$ cat config.mk
export PLATFORM = sky130hd
export DESIGN_NAME = sar_adc_seq
export DESIGN_NICKNAME = d
export VERILOG_FILES = /design/src/rtl/sar_adc_pkg.sv /design/src/rtl/sar_adc_core.sv /design/src/rtl/sar_adc_seq.sv
export SDC_FILE = /design/constraint.sdc
export NUM_CORES = 1
export LEC_CHECK = 0
export BUFFER_PORTS_ARGS = -buffer_cell sky130_fd_sc_hd__buf_2
export CORE_ASPECT_RATIO = 1.25
export CORE_MARGIN = 4
export CORE_UTILIZATION = 23
export DETAILED_ROUTE_END_ITERATION = 6
export PLACE_DENSITY_LB_ADDON = 0.12
export SYNTH_ARGS = -nofsm -noshare
export SYNTH_HDL_FRONTEND = slang
export SYNTH_HIERARCHICAL = 1
export SYNTH_SLANG_ARGS = --single-unit
$ cat constraint.sdc
create_clock -name clk -period 8.4 [get_ports clk]
set_input_delay 1.68 -clock clk [delete_from_list [all_inputs] [get_ports clk]]
set_output_delay 1.68 -clock clk [all_outputs]
set_load 0.005 [all_outputs]
$ cat src/rtl/sar_adc_pkg.sv
// Shared types and helpers for the SAR ADC conversion sequencer.
//   sar_state_e : sequencer/core state encoding
//   width_of()  : bits needed to index n items (minimum 1)
//   t_conv()    : cycles for one sample+convert pass
package sar_adc_pkg;

  typedef enum logic [1:0] {
    StIdle,
    StSample,
    StConvert,
    StDone
  } sar_state_e;

  function automatic int unsigned width_of(input int unsigned n);
    return (n > 1) ? $clog2(n) : 1;
  endfunction

  function automatic int unsigned t_conv(input int unsigned sample_cyc,
                                         input int unsigned res,
                                         input int unsigned settle_cyc);
    return sample_cyc + res * (settle_cyc + 1);
  endfunction

  localparam int unsigned DefRes        = 8;
  localparam int unsigned DefNch        = 4;
  localparam int unsigned DefSampleCyc  = 2;
  localparam int unsigned DefSettleCyc  = 1;
  localparam int unsigned DefAvgLog2Max = 3;
  localparam int unsigned DefTConv      = t_conv(DefSampleCyc, DefRes, DefSettleCyc);

endpackage

$ cat src/rtl/sar_adc_core.sv
// One SAR conversion: SAMPLE_CYC cycles of sampling, then one bit per
// (SETTLE_CYC+1)-cycle window from MSB to LSB.
//   clk, rst  : clock, async active-high reset
//   go        : start a conversion (taken in idle, or on the final edge of a conversion)
//   cmp_in    : comparator, 1 = Vin >= Vdac
//   sample_en : sample switch (registered)
//   dac_code  : trial code (registered)
//   done      : high during the last cycle of bit 0
//   result    : final code, valid while done is high
module sar_adc_core
  import sar_adc_pkg::*;
#(
  parameter int unsigned RES        = 8,
  parameter int unsigned SAMPLE_CYC = 2,
  parameter int unsigned SETTLE_CYC = 1
) (
  input  logic           clk,
  input  logic           rst,
  input  logic           go,
  input  logic           cmp_in,
  output logic           sample_en,
  output logic [RES-1:0] dac_code,
  output logic           done,
  output logic [RES-1:0] result
);

  localparam int unsigned CntMax = (SAMPLE_CYC > SETTLE_CYC + 1) ? SAMPLE_CYC : SETTLE_CYC + 1;
  localparam int unsigned CntW   = width_of(CntMax);
  localparam int unsigned BitW   = width_of(RES);

  sar_state_e      state_q;
  logic [CntW-1:0] cnt_q;
  logic [BitW-1:0] bit_q;
  logic [RES-1:0]  res_q;
  logic [RES-1:0]  dac_q;
  logic            sample_en_q;

  logic            last_slot;
  logic [RES-1:0]  resolved;
  logic [RES-1:0]  next_bit;

  always_comb begin
    last_slot = (state_q == StConvert) && (cnt_q == CntW'(SETTLE_CYC));
    // Keep the trial bit when the comparator says Vin >= Vdac.
    resolved  = cmp_in ? dac_q : res_q;
    next_bit  = RES'(1) << (bit_q - 1'b1);
  end

  // done/result are combinational so the sequencer can publish the result
  // on the same edge that resolves bit 0.
  assign done      = last_slot && (bit_q == '0);
  assign result    = resolved;
  assign sample_en = sample_en_q;
  assign dac_code  = dac_q;

  always_ff @(posedge clk or posedge rst) begin
    if (rst) begin
      state_q     <= StIdle;
      cnt_q       <= '0;
      bit_q       <= '0;
      res_q       <= '0;
      dac_q       <= '0;
      sample_en_q <= 1'b0;
    end else begin
      unique case (state_q)
        StIdle: begin
          if (go) begin
            state_q     <= StSample;
            sample_en_q <= 1'b1;
            cnt_q       <= '0;
          end
        end
        StSample: begin
          if (cnt_q == CntW'(SAMPLE_CYC - 1)) begin
            state_q     <= StConvert;
            sample_en_q <= 1'b0;
            cnt_q       <= '0;
            bit_q       <= BitW'(RES - 1);
            res_q       <= '0;
            dac_q       <= RES'(1) << (RES - 1);
          end else begin
            cnt_q <= cnt_q + 1'b1;
          end
        end
        StConvert: begin
          if (last_slot) begin
            cnt_q <= '0;
            res_q <= resolved;
            if (bit_q == '0) begin
              dac_q <= '0;
              // Back-to-back restart keeps averaging passes gapless.
              if (go) begin
                state_q     <= StSample;
                sample_en_q <= 1'b1;
              end else begin
                state_q <= StIdle;
              end
            end else begin
              bit_q <= bit_q - 1'b1;
              dac_q <= resolved | next_bit;
            end
          end else begin
            cnt_q <= cnt_q + 1'b1;
          end
        end
        default: state_q <= StIdle;
      endcase
    end
  end

endmodule

$ cat src/rtl/sar_adc_seq.sv
// SAR conversion sequencer: averaging over 2^avg_log2 conversions, optional
// multi-channel scan, and the registered result interface.
//   clk, rst   : clock, async active-high reset
//   start      : begin a result (idle only); latches ch_sel and avg_log2
//   scan       : sampled at DONE, 1 = continue on the next channel
//   cmp_in     : comparator input
//   mux_sel    : analog mux channel
//   sample_en  : sample switch
//   dac_code   : DAC trial code
//   busy       : high outside IDLE
//   data_valid : one-cycle pulse with data/data_ch
//   data       : averaged result, data_ch its channel
module sar_adc_seq
  import sar_adc_pkg::*;
#(
  parameter int unsigned RES          = 8,
  parameter int unsigned NCH          = 4,
  parameter int unsigned SAMPLE_CYC   = 2,
  parameter int unsigned SETTLE_CYC   = 1,
  parameter int unsigned AVG_LOG2_MAX = 3,
  localparam int unsigned CW          = width_of(NCH),
  localparam int unsigned AW          = width_of(AVG_LOG2_MAX + 1)
) (
  input  logic           clk,
  input  logic           rst,
  input  logic           start,
  input  logic [CW-1:0]  ch_sel,
  input  logic [AW-1:0]  avg_log2,
  input  logic           scan,
  input  logic           cmp_in,
  output logic [CW-1:0]  mux_sel,
  output logic           sample_en,
  output logic [RES-1:0] dac_code,
  output logic           busy,
  output logic           data_valid,
  output logic [RES-1:0] data,
  output logic [CW-1:0]  data_ch
);

  localparam int unsigned AccW = RES + AVG_LOG2_MAX;
  localparam int unsigned NW   = AVG_LOG2_MAX + 1;

  sar_state_e      state_q;
  logic [CW-1:0]   ch_q;
  logic [AW-1:0]   avg_q;
  logic [NW-1:0]   conv_cnt_q;
  logic [AccW-1:0] acc_q;
  logic            busy_q;
  logic            data_valid_q;
  logic [RES-1:0]  data_q;
  logic [CW-1:0]   data_ch_q;

  logic            conv_done;
  logic [RES-1:0]  conv_result;
  logic            in_conv;
  logic            more;
  logic            go;
  logic [AW-1:0]   avg_clamped;
  logic [NW-1:0]   n_last;
  logic [AccW-1:0] acc_sum;
  logic [RES-1:0]  data_next;
  logic [CW-1:0]   ch_next;

  always_comb begin
    avg_clamped = (avg_log2 > AW'(AVG_LOG2_MAX)) ? AW'(AVG_LOG2_MAX) : avg_log2;
    n_last      = NW'((32'd1 << avg_q) - 32'd1);
    more        = (conv_cnt_q != n_last);
    in_conv     = (state_q == StSample) || (state_q == StConvert);
    go          = ((state_q == StIdle) && start) ||
                  (in_conv && conv_done && more) ||
                  ((state_q == StDone) && scan);
    acc_sum     = acc_q + AccW'(conv_result);
    data_next   = RES'(acc_sum >> avg_q);
    ch_next     = (ch_q == CW'(NCH - 1)) ? '0 : ch_q + 1'b1;
  end

  sar_adc_core #(
    .RES        (RES),
    .SAMPLE_CYC (SAMPLE_CYC),
    .SETTLE_CYC (SETTLE_CYC)
  ) u_core (
    .clk       (clk),
    .rst       (rst),
    .go        (go),
    .cmp_in    (cmp_in),
    .sample_en (sample_en),
    .dac_code  (dac_code),
    .done      (conv_done),
    .result    (conv_result)
  );

  assign mux_sel    = ch_q;
  assign busy       = busy_q;
  assign data_valid = data_valid_q;
  assign data       = data_q;
  assign data_ch    = data_ch_q;

  always_ff @(posedge clk or posedge rst) begin
    if (rst) begin
      state_q      <= StIdle;
      ch_q         <= '0;
      avg_q        <= '0;
      conv_cnt_q   <= '0;
      acc_q        <= '0;
      busy_q       <= 1'b0;
      data_valid_q <= 1'b0;
      data_q       <= '0;
      data_ch_q    <= '0;
    end else begin
      data_valid_q <= 1'b0;
      unique case (state_q)
        StIdle: begin
          if (start) begin
            state_q    <= StSample;
            ch_q       <= ch_sel;
            avg_q      <= avg_clamped;
            conv_cnt_q <= '0;
            acc_q      <= '0;
            busy_q     <= 1'b1;
          end
        end
        StSample, StConvert: begin
          if (conv_done) begin
            if (more) begin
              acc_q      <= acc_sum;
              conv_cnt_q <= conv_cnt_q + 1'b1;
              state_q    <= StSample;
            end else begin
              acc_q        <= acc_sum;
              conv_cnt_q   <= '0;
              data_q       <= data_next;
              data_ch_q    <= ch_q;
              data_valid_q <= 1'b1;
              state_q      <= StDone;
            end
          end else if ((state_q == StSample) && !sample_en) begin
            state_q <= StConvert;
          end
        end
        StDone: begin
          acc_q <= '0;
          if (scan) begin
            ch_q    <= ch_next;
            state_q <= StSample;
          end else begin
            state_q <= StIdle;
            busy_q  <= 1'b0;
          end
        end
        default: state_q <= StIdle;
      endcase
    end
  end

endmodule

After elaboration in Yosys (flattened, before gate mapping)
Cells that the tools add are included.

Mux-type cells: 51. Shift-type cells: 3. Eq/ne operators: 17. Reduce and logical (&&, ||, !) cells: 31. Add/subtract/negate cells: 6. Bitwise operators: 2. Magnitude comparators: 1.

Operator list (count): 8-bit two-way mux (6); 11-bit one-hot mux with 3 select lines (1); 8-bit one-hot mux with 2 select lines (2); 2-bit two-way mux (12); 11-bit two-way mux (2); 3-bit AND reduction (5); 1-bit two-way mux (14); 2-bit != test, second input constant (7); 4-bit two-way mux (3); 2-bit one-hot mux with 3 select lines (2); 4-bit AND reduction (3); 11-bit by 8-bit adder with 11-bit output (1); 11-bit by 2-bit >> shifter with 8-bit output (1); 3-bit two-way mux (3); 2-bit equality test, second input constant (4); 8-bit bitwise OR (1); 4-bit one-hot mux with 2 select lines (1); 2-bit AND reduction (4); 1-bit by 3-bit left shift with 8-bit output, first input constant (1); 1-bit logical AND (7); 1-bit one-hot mux with 3 select lines (2); 3-bit one-hot mux with 2 select lines (1); 2-bit nonzero test (3); 4-bit by 1-bit adder with 4-bit output, second input constant (1); 19 further kinds (24).

Logic and storage cells: 126. Input bits: 9. Output and inout port bits: 23. Register bits: 56.

Longest topological paths before layout
Gate-level depths: netlist (run 1).

Depth in word-level cells: 11. Mapped depth: 11. Mapped depth without buffers: 9.

Hierarchy
The synthesis (run 1) kept the hierarchy.

Modules (own cells, without submodules): sar_adc_seq (sequential area each 825.8 µm², instances 1, cells each 210, area each 2178.3 µm²); sar_adc_core (sequential area each 575.6 µm², instances 1, cells each 120, area each 1273.7 µm²).

Least setup slack after synthesis (run 1)
Ideal clock, no wire load.

Kind: input to register. Start point: input cmp_in. End point: register data_q[3] (netlist: data[3]). Setup time: 0.125 ns. Buffers on the path: 1. Arrival: 4.197 ns. Path slack: 4.078 ns. Stages: 10. Data required time: 8.275 ns. Path through: buf_2 -> mux2_2 -> ha_1 -> fa_1 -> a211oi_2 -> o21bai_1 -> a21oi_2 -> xnor2_1 -> mux4_1 -> mux2_4.

Cells in the longest elaborated chain, start to end: 3.

RTL lines: from (decl) (line sar_adc_seq.sv:30) `input logic cmp_in,`; 8-bit two-way mux (line sar_adc_core.sv:45) `resolved = cmp_in ? dac_q : res_q;`; named net conv_result[0] (line sar_adc_seq.sv:54) `logic [RES-1:0] conv_result;`; 11-bit by 8-bit adder with 11-bit output (line sar_adc_seq.sv:72) `acc_sum = acc_q + AccW'(conv_result);`; 11-bit by 2-bit >> shifter with 8-bit output (line sar_adc_seq.sv:73) `data_next = RES'(acc_sum >> avg_q);`; to (signal assigned) (line sar_adc_seq.sv:131) `data_q <= data_next;`; to (decl) (line sar_adc_seq.sv:50) `logic [RES-1:0] data_q;`.

The timed path passes the listed nets, and every way through them passes these cells. A chain may end at the register's enable or synchronous reset.

Final worst setup path (run 1)
Ends and elaborated chain as after synthesis.

==> flow_summary.json, run 1 <==
{
  "cp_max_fo": 8,
  "powerDensity_mw_per_mm2": 287.2,
  "finalNetCount": 392,
  "synth_top_flop_cell": "dfrtp_1",
  "rsz0062_at_grt": "false",
  "drive_above_1_share": 0.2073,
  "netlist_area_mm2": 0.003452,
  "synthArstFlopShare": 1.000,
  "numCtsBuffers": 5,
  "drv_slew": 0,
  "clock-sinks": 56,
  "grt_pass1_vias": 2815,
  "critPathArrivalTime_ns": 4.40,
  "critPathRequiredTime_ns": 8.59,
  "ys_ff_latch": 56,
  "crit_slowest_cell": "mux4_1",
  "post_cts_buffers": 0,
  "run_status": "finished clean",
  "design.core.area_mm2": 0.01453,
  "synth_top_area_share": 0.4059,
  "fp.dieArea_mm2": 0.01704,
  "gp_congestion": 0.7550,
  "ant_nets": 0,
  "cts_buffer_depth": 2,
  "vias": 2573,
  "routed_wl_um": 8819,
  "wl_met2_um": 4381,
  "path_class": "in -> reg",
  "cp-end-kind": "register",
  "crit_family": "multiplexers",
  "cts-root-buf": "clkbuf_16",
  "post-route-util": 0.2698,
  "post-route-min-period_ns": 4.208,
  "cap_violations": 0,
  "drt-initial-drc-count": 155,
  "synth_edf_count": 0,
  "netlist_top_cells_area": "dfrtp_1, ha_1, mux2_2, mux4_2, a21oi_1",
  "slew_headroom": 0.3784,
  "die_w_um": 117.6,
  "ios": 32,
  "grt_overflow": 0,
  "start_kind": "input pin",
  "dpl.hpwl_um": 6388,
  "rows": 49,
  "worstMarginPinSlew_ns": 0.9314,
  "cts_resized": 0,
  "path_cells": "buf_2 > mux2_2 > ha_1 > fa_1 > a211oi_2 > o21bai_1 > a21oi_2 > xnor2_1 > mux4_1 > mux2_4",
  "syn_avg_cell_area_um2": 10.46,
  "synthCells": 330,
  "place_inst": 527,
  "drc_errors": 0,
  "path_buf_inv": 1,
  "wl_met1_um": 4086,
  "grt_max_degree": 34,
  "synth_area_leader_cell": "dfrtp_1",
  "io_buffers": 31,
  "antenna_found_initial": 0,
  "yosys_warnings": 6,
  "grt_pass1_wl_um": 15010,
  "finalHoldViolCount": 0,
  "critical-path-max-stage-delay_ns": 0.49,
  "cts-htree-levels": 2,
  "clk_latency_ns": 0.30,
  "cts_hold_buf": 0,
  "synth_cell_types": 63,
  "fmax_mhz": 237.6,
  "clk_pin_slew_ns": 0.08,
  "final-setup-viol-count": 0,
  "cts_tree": "done",
  "fin_crit_sh": 0.5010,
  "fin_setup_tns_ns": 0,
  "die_h_um": 145.0,
  "firstDrtPassIters": 4,
  "ys_seq_area_frac": 0.4059,
  "cellLeakagePower_uw": 0.001801,
  "top_layer": "met4",
  "stdcell_count": 535,
  "wl_met3_um": 192,
  "start_util": 0.2376,
  "syn2layout_area_growth_pct": 13.56,
  "ir_worst_vdd_mv": 0.09292,
  "antenna_cells": 0,
  "syn-num-nets": 366,
  "n_fill_cell": 1534,
  "avgRoutedWirePerCell_um": 16.48,
  "fin_skew_ns": 0.008800,
  "grt_usage": 0.1077,
  "hold_class": "reg -> reg",
  "avgViaCountPerCell": 4.809
}
==> worst register-to-register path, cell delays in order, from the launching register on <==
cell and delay (ns):
dfrtp_1 0.42, inv_1 0.11, ha_1 0.70, inv_1 0.23
nor3_1 0.47, nand2_1 0.18, nor2_2 0.57, a21boi_1 0.30
a31oi_1 0.11
==> synth_stat cells (all sizes together) (2+ instances only) <==
cell     number
dfrtp        56
nand2        28
ha           26
o21ai        24
a21oi        22
inv          18
mux2         18
nor2         16
a22o          9
a32o          9
clkbuf        8
buf           7
nand3         7
o211ai        7
mux4          6
nor2b         6
nor3          6
xnor2         6
a211oi        5
a21o          5
o21bai        5
nand2b        3
xor2          3
a2111oi       2
a21boi        2
a31oi         2
and3          2
mux2i         2
nand3b        2
==> per-layer routing <==
metal / vias to the layer above / GRT usage
met4: 0 / 0.03402
met1: 1256 / 0.1379
met2: 33 / 0.1861
met3: 10 / 0.01752
li1: 1274 / -
met5: - / 0
==> where the power goes <==
part	total (µW)	internal (µW)	switching (µW)
clock network	221	112	109
logic	492	221	271
registers	413	332	80.5
==> placed cells by master, fill, tap and decap left out, types with 4 or more instances in the layout <==
cell / count
a32o_1: 9
dfrtp_1: 56
a21o_1: 5
nand2_1: 28
ha_1: 26
o21ai_0: 20
mux4_2: 5
a22o_1: 8
buf_2: 31
o21bai_1: 4
nand3_1: 6
inv_1: 18
nor3_1: 5
nor2b_1: 6
xnor2_1: 6
mux2_2: 13
a21oi_1: 21
o211ai_1: 7
clkbuf_16: 5
nor2_1: 15
==> cell type report <==
| type | instances | area, µm² | share of cell area |
|---|---|---|---|
| timing repair buffer | 34 | 177.7 | 0.04532 |
| clock inverter | 3 | 22.52 | 0.005745 |
| sequential | 56 | 1401 | 0.3575 |
| clock buffer | 5 | 125.1 | 0.03192 |
| inverter | 18 | 67.56 | 0.01724 |
| multi-input combinational | 241 | 1903 | 0.4855 |
| tap | 178 | 222.7 | 0.05681 |
==> cells by family (layout without fill, tap and decap cells) <==
logic type / Yosys count / in the layout / synth area share
XOR/XNOR: 9 / 9 / 0.02284
adder cells (fa/ha/maj): 27 / 27 / 0.1000
AND/OR/NAND/NOR: 77 / 77 / 0.1095
buffers and inverters: 33 / 60 / 0.04277
multiplexers: 26 / 26 / 0.1069
AO/OA/AOI/OAI: 102 / 102 / 0.2120
flip-flops: 56 / 56 / 0.4059
==> worst paths after layout <==
check,from,to,slack (ns),cells past startpoint
max,cmp_in,data[3],4.19,10
min,data_ch[0],data_ch[0],0.49,1
max reg2reg,u_core/state_q[0],data[7],5.19,8
min reg2reg,data_ch[0],data_ch[0],0.49,1
max in group asynchronous,rst,u_core/res_q[2],6.24,2
min in group asynchronous,rst,data_valid,1.49,3
==> sequential cells by signal, summed over array words and instances, names as in the netlist <==
signal / flops
conv_cnt_q: 4
data_valid: 1
u_core/cnt_q: 1
u_core/state_q: 2
mux_sel: 2
state_q: 2
u_core/bit_q: 3
u_core/dac_code: 8
busy: 1
u_core/res_q: 8
acc_q: 11
avg_q: 2
data_ch: 2
data: 8
u_core/sample_en: 1
==> per-stage QoR <==
step | setup WS (ns) | hold slack (ns) | instance area [µm²] | total power, µW
global route | 3.989 | 0.5216 | 3920 | 1220
finish | 4.192 | 0.4871 | 3920 | 1126
global placement | 3.890 | 0.4669 | 3772 | 913.9
CTS | 4.182 | 0.4955 | 3920 | 1147
floorplan | 4.078 | 0.4619 | 3452 | 762.5
detailed placement | 3.868 | 0.4766 | 3772 | 917.3
Note: power is estimated with default switching activity, not from simulation.
==> run 2, diff against run 1 <==
==> constraint.sdc (replaced) <==
create_clock -name clk -period 3.5 [get_ports clk]
set_input_delay 0.7 -clock clk [delete_from_list [all_inputs] [get_ports clk]]
set_output_delay 0.7 -clock clk [all_outputs]
set_load 0.005 [all_outputs]
==> run 2 against run 1 <==
- critical path depth is the same
- global-route usage is essentially flat
- setup slack lost 3.8 ns
- first-iteration DRC count shrank 14%
- non-clock buffer count grew 4
- combinational power grew 140%
- critical endpoint unchanged
- largest cell class unchanged
- largest power group unchanged
==> flow_summary.json, run 2 (synthesized netlist as in run 1, its figures left out) <==
{
  "rsz0062_at_grt": "false",
  "cts-root-buf": "clkbuf_16",
  "fmax_mhz": 318.4,
  "finalNetCount": 396,
  "clock-sinks": 56,
  "post-route-min-period_ns": 3.141,
  "avgViaCountPerCell": 4.894,
  "cts-htree-levels": 2,
  "final_common_cell": "dfrtp_1",
  "powerDensity_mw_per_mm2": 683.6,
  "ant_nets": 0,
  "antenna_found_initial": 0,
  "cts_resized": 0,
  "post_cts_buffers": 0,
  "io_buffers": 31,
  "min_to": "data_ch[1]",
  "fin_setup_tns_ns": 0,
  "start_util": 0.2376,
  "die_h_um": 145.0,
  "path_class": "in -> reg",
  "regArea_mm2": 0.001401,
  "r2r-start": "u_core/dac_code[0]",
  "r2r_end": "data[3]",
  "rr_worst_depth": 9,
  "firstDrtPassIters": 4,
  "vias": 2638,
  "slew_headroom": 0.3553,
  "cp-end-kind": "register",
  "start_kind": "input pin",
  "clk_pin_slew_ns": 0.08,
  "place_inst": 531,
  "grt_pass1_vias": 2725,
  "die_w_um": 117.6,
  "cts_tree": "done",
  "pre_cts_ws_ns": 0.04137,
  "dpl.hpwl_um": 6555,
  "grt_max_degree": 24,
  "routed_wl_um": 8851,
  "ios": 32,
  "cellLeakagePower_uw": 0.001815,
  "top_register": "acc_q",
  "drc_errors": 0,
  "avgRoutedWirePerCell_um": 16.42,
  "fin_skew_ns": 0.005068,
  "design.core.area_mm2": 0.01453,
  "worstMarginPinSlew_ns": 0.9661,
  "multi_input_area_mm2": 0.001903,
  "fp.dieArea_mm2": 0.01704,
  "hold_class": "reg -> reg",
  "finalHoldViolCount": 0,
  "min-delay-start": "data_ch[1]",
  "cts_buffer_depth": 2,
  "drv_slew": 0,
  "run_status": "finished clean",
  "cap_violations": 0,
  "final-setup-viol-count": 0,
  "holdPathStages": 1,
  "drt-initial-drc-count": 134,
  "layout.cells.most_common_list": "dfrtp_1, buf_2, nand2_1",
  "worst_slack_ns": 0.3590,
  "stdcell_count": 539,
  "drive_above_1_share": 0.2133,
  "fin_crit_sh": 0.8974,
  "post-route-util": 0.2717,
  "ir_worst_vdd_mv": 0.2233,
  "grt_pass1_wl_um": 14820,
  "critPathArrivalTime_ns": 3.33,
  "gp_congestion": 0.7578,
  "grt_usage": 0.1076,
  "r2r_slack_ns": 0.52,
  "critPathRequiredTime_ns": 3.69,
  "critPathLaunch": "cmp_in",
  "n_fill_cell": 1556,
  "antenna_cells": 0,
  "syn2layout_area_growth_pct": 14.35,
  "largest_register_ffs": 11,
  "grt_overflow": 0,
  "rows": 49,
  "cp_max_fo": 5,
  "clk_latency_ns": 0.30,
  "cts_hold_buf": 0,
  "numCtsBuffers": 5
}
-- run 2: cell types whose count changed in the layout (fill, tap and decap cells not counted), sizes merged --
| cell | previous run | this run |
|---|---|---|
| clkinvlp | 0 | 1 |
| inv | 19 | 18 |
| clkbuf | 5 | 6 |
| clkinv | 2 | 1 |
| buf | 34 | 38 |
-- run 2: worst max-delay path, cell delays in order --
cell      delay, ns
buf_2          0.10
mux2_2         0.37
ha_1           0.24
fa_1           0.45
a211oi_2       0.28
o21bai_1       0.12
a21oi_2        0.15
xnor2_1        0.15
mux4_1         0.50
mux2_4         0.26
-- run 2: area by class of cell --
| class | count | share of cell area |
|---|---|---|
| tap | 178 | 0.05642 |
| clock buffer | 6 | 0.03265 |
| multi-input combinational | 241 | 0.4821 |
| inverter | 18 | 0.01712 |
| timing repair buffer | 38 | 0.05261 |
| sequential | 56 | 0.3550 |
| clock inverter | 2 | 0.004120 |
-- run 2: power breakdown --
group          switching (µW)  internal (µW)  leakage, µW  total, µW
sequential                179            797     0.000722        976
clock                     254            268    0.0000671        523
combinational             664            536      0.00103       1200
-- run 2: worst max-delay path by stage --
| stage | end | slack, ns | cells past startpoint |
|---|---|---|---|
| floorplan | data[3] | 0.16 | 10 |
| global placement | data[3] | 0.08 | 10 |
| detailed placement | data[3] | 0.04 | 10 |
| CTS | data[3] | 0.36 | 10 |
| global route | data[3] | 0.22 | 10 |
| finish | data[3] | 0.36 | 10 |
-- run 2: per-stage QoR --
step	total power, µW	hold WS, ns	instance area [µm²]
2_1_floorplan	1830	0.4619	3452
3_3_place_gp	2201	0.4670	3802
3_5_place_dp	2213	0.4772	3802
4_1_cts	2752	0.4960	3948
5_1_grt	2936	0.5043	3948
6_report	2699	0.4871	3948
-- run 2: metal layers --
layer,track usage,up-vias,routed length [µm]
met5,0,-,0
met4,0.02639,0,100
met3,0.01752,6,233
met2,0.1861,43,4397
met1,0.1408,1305,4119
li1,-,1284,-
==> run 3, diff against run 2 <==
--- a/config.mk
+++ b/config.mk
@@ -9,6 +9,7 @@
 export CORE_ASPECT_RATIO = 1.25
 export CORE_MARGIN = 4
 export CORE_UTILIZATION = 23
+export CTS_BUF_LIST = sky130_fd_sc_hd__clkbuf_4
 export DETAILED_ROUTE_END_ITERATION = 6
 export PLACE_DENSITY_LB_ADDON = 0.12
 export SYNTH_ARGS = -nofsm -noshare
==> constraint.sdc (replaced) <==
create_clock -name clk -period 3.9 [get_ports clk]
set_input_delay 0.78 -clock clk [delete_from_list [all_inputs] [get_ports clk]]
set_output_delay 0.78 -clock clk [all_outputs]
set_load 0.005 [all_outputs]
==> run 3 against run 2 <==
- largest power group unchanged
- sequential cell count did not move
- largest cell class unchanged
- combinational power fell by 11%
- critical endpoint unchanged
- clock power fell by 24%
- total power fell by 13%
==> flow_summary.json, run 3 (synthesized netlist as in run 1, its figures left out) <==
{
  "cts_tree": "done",
  "rows": 49,
  "layout.cells.most_common_list": "dfrtp_1, buf_2, nand2_1",
  "crit_family": "multiplexers",
  "routed_wl_um": 8848,
  "cap_violations": 0,
  "critPathRequiredTime_ns": 4.19,
  "cts-root-buf": "clkbuf_4",
  "clk_latency_ns": 0.40,
  "fin_crit_sh": 0.7996,
  "cp_max_fo": 5,
  "start_util": 0.2376,
  "critical-path-max-stage-delay_ns": 0.52,
  "n_fill_cell": 1538,
  "post-route-min-period_ns": 3.118,
  "path_cells": "buf_2 > mux2_2 > ha_1 > fa_1 > a211oi_2 > o21bai_1 > a21oi_2 > xnor2_1 > mux4_1 > mux2_4",
  "io_buffers": 31,
  "path_buf_inv": 1,
  "cts_buffer_depth": 2,
  "r2r-start": "u_core/dac_code[0]",
  "ios": 32,
  "endpoint": "data[3]",
  "fin_setup_tns_ns": 0,
  "grt_overflow": 0,
  "numCtsBuffers": 5,
  "post-route-util": 0.2691,
  "start_kind": "input pin",
  "cp_num_cells": 10,
  "fp.dieArea_mm2": 0.01704,
  "place_inst": 532,
  "design.core.area_mm2": 0.01453,
  "critPathArrivalTime_ns": 3.41,
  "post_cts_buffers": 0,
  "gp_congestion": 0.7257,
  "stdcell_count": 540,
  "drv_slew": 0,
  "cp-end-kind": "register",
  "final-setup-viol-count": 0,
  "crit_slowest_cell": "mux4_1",
  "critPathLaunch": "cmp_in",
  "rsz0062_at_grt": "false",
  "grt_max_degree": 34,
  "top_register": "acc_q",
  "grt_usage": 0.1062,
  "die_w_um": 117.6,
  "avgRoutedWirePerCell_um": 16.39,
  "drive_above_1_share": 0.2161,
  "syn2layout_area_growth_pct": 13.27,
  "firstDrtPassIters": 4,
  "dpl.hpwl_um": 6462,
  "path_class": "in -> reg",
  "fin_skew_ns": 0.01767,
  "fmax_mhz": 320.7,
  "hold_slack_ns": 0.4648,
  "r2r_slack_ns": 0.88,
  "grt_pass1_vias": 2739,
  "final_common_cell": "dfrtp_1",
  "slew_headroom": 0.3435,
  "worstMarginPinSlew_ns": 0.9837,
  "die_h_um": 145.0,
  "drt-initial-drc-count": 125,
  "grt_pass1_wl_um": 14720,
  "hold_class": "in -> async",
  "vias": 2589,
  "drc_errors": 0,
  "finalHoldViolCount": 0,
  "finalNetCount": 397,
  "cts_hold_buf": 0,
  "ir_worst_vdd_mv": 0.1940,
  "ant_nets": 0,
  "cts-htree-levels": 2,
  "largest_register_ffs": 11,
  "antenna_found_initial": 1,
  "clock-sinks": 56,
  "clk_pin_slew_ns": 0.18,
  "avgViaCountPerCell": 4.794,
  "cellLeakagePower_uw": 0.001805,
  "powerDensity_mw_per_mm2": 599.6,
  "run_status": "finished clean",
  "r2r_end": "data[3]",
  "cts_resized": 0,
  "rr_worst_depth": 9
}
## run 3: per-stage QoR
step / total power, µW / worst slack (ns) / instance area (µm²)
after floorplan: 1642 / 0.4779 / 3452
after global placement: 1977 / 0.3925 / 3810
after detailed placement: 1988 / 0.3695 / 3810
after CTS: 2393 / 0.7953 / 3908
after global routing: 2549 / 0.6968 / 3910
final: 2345 / 0.7817 / 3910
## run 3: routing by layer
layer,up-vias,track usage,part of all wire
met5,-,0,0
met4,0,0.02639,0.011
met3,6,0.01791,0.021
met2,32,0.1869,0.51
met1,1280,0.1358,0.46
li1,1271,-,-
## run 3: worst min path at each step
stage,end,depth (start not counted)
2_1_floorplan,u_core/res_q[0],1
3_3_place_gp,data_ch[0],1
3_5_place_dp,data_ch[1],1
4_1_cts,busy,3
5_1_grt,data_ch[1],3
6_report,acc_q[1],3
## run 3: area by class of cell
class,instances,area [µm²],share of cell area
diodes,1,2.502,0.0006400
flip-flops and latches,56,1401,0.3584
inverters,18,67.56,0.01728
multi-input cells,241,1903,0.4867
clock inverters,2,60.06,0.01536
repair buffers,39,215.2,0.05504
well taps,178,222.7,0.05696
clock buffers,5,37.54,0.009600
## run 3: worst reg2reg max path, cell delays in order, from the launching register on
cell and delay (ns):
dfrtp_1 0.43, mux2_2 0.31, ha_1 0.24, fa_1 0.44, a211oi_2 0.28, o21bai_1 0.13, a21oi_2 0.15, xnor2_1 0.16
mux4_1 0.52, mux2_4 0.27
## run 3: report_power, final
part           switching (µW)  internal, µW  total [µW]
clock                     199           196         396
sequential                160           714         874
combinational             595           480        1070
total                     954          1390        2340
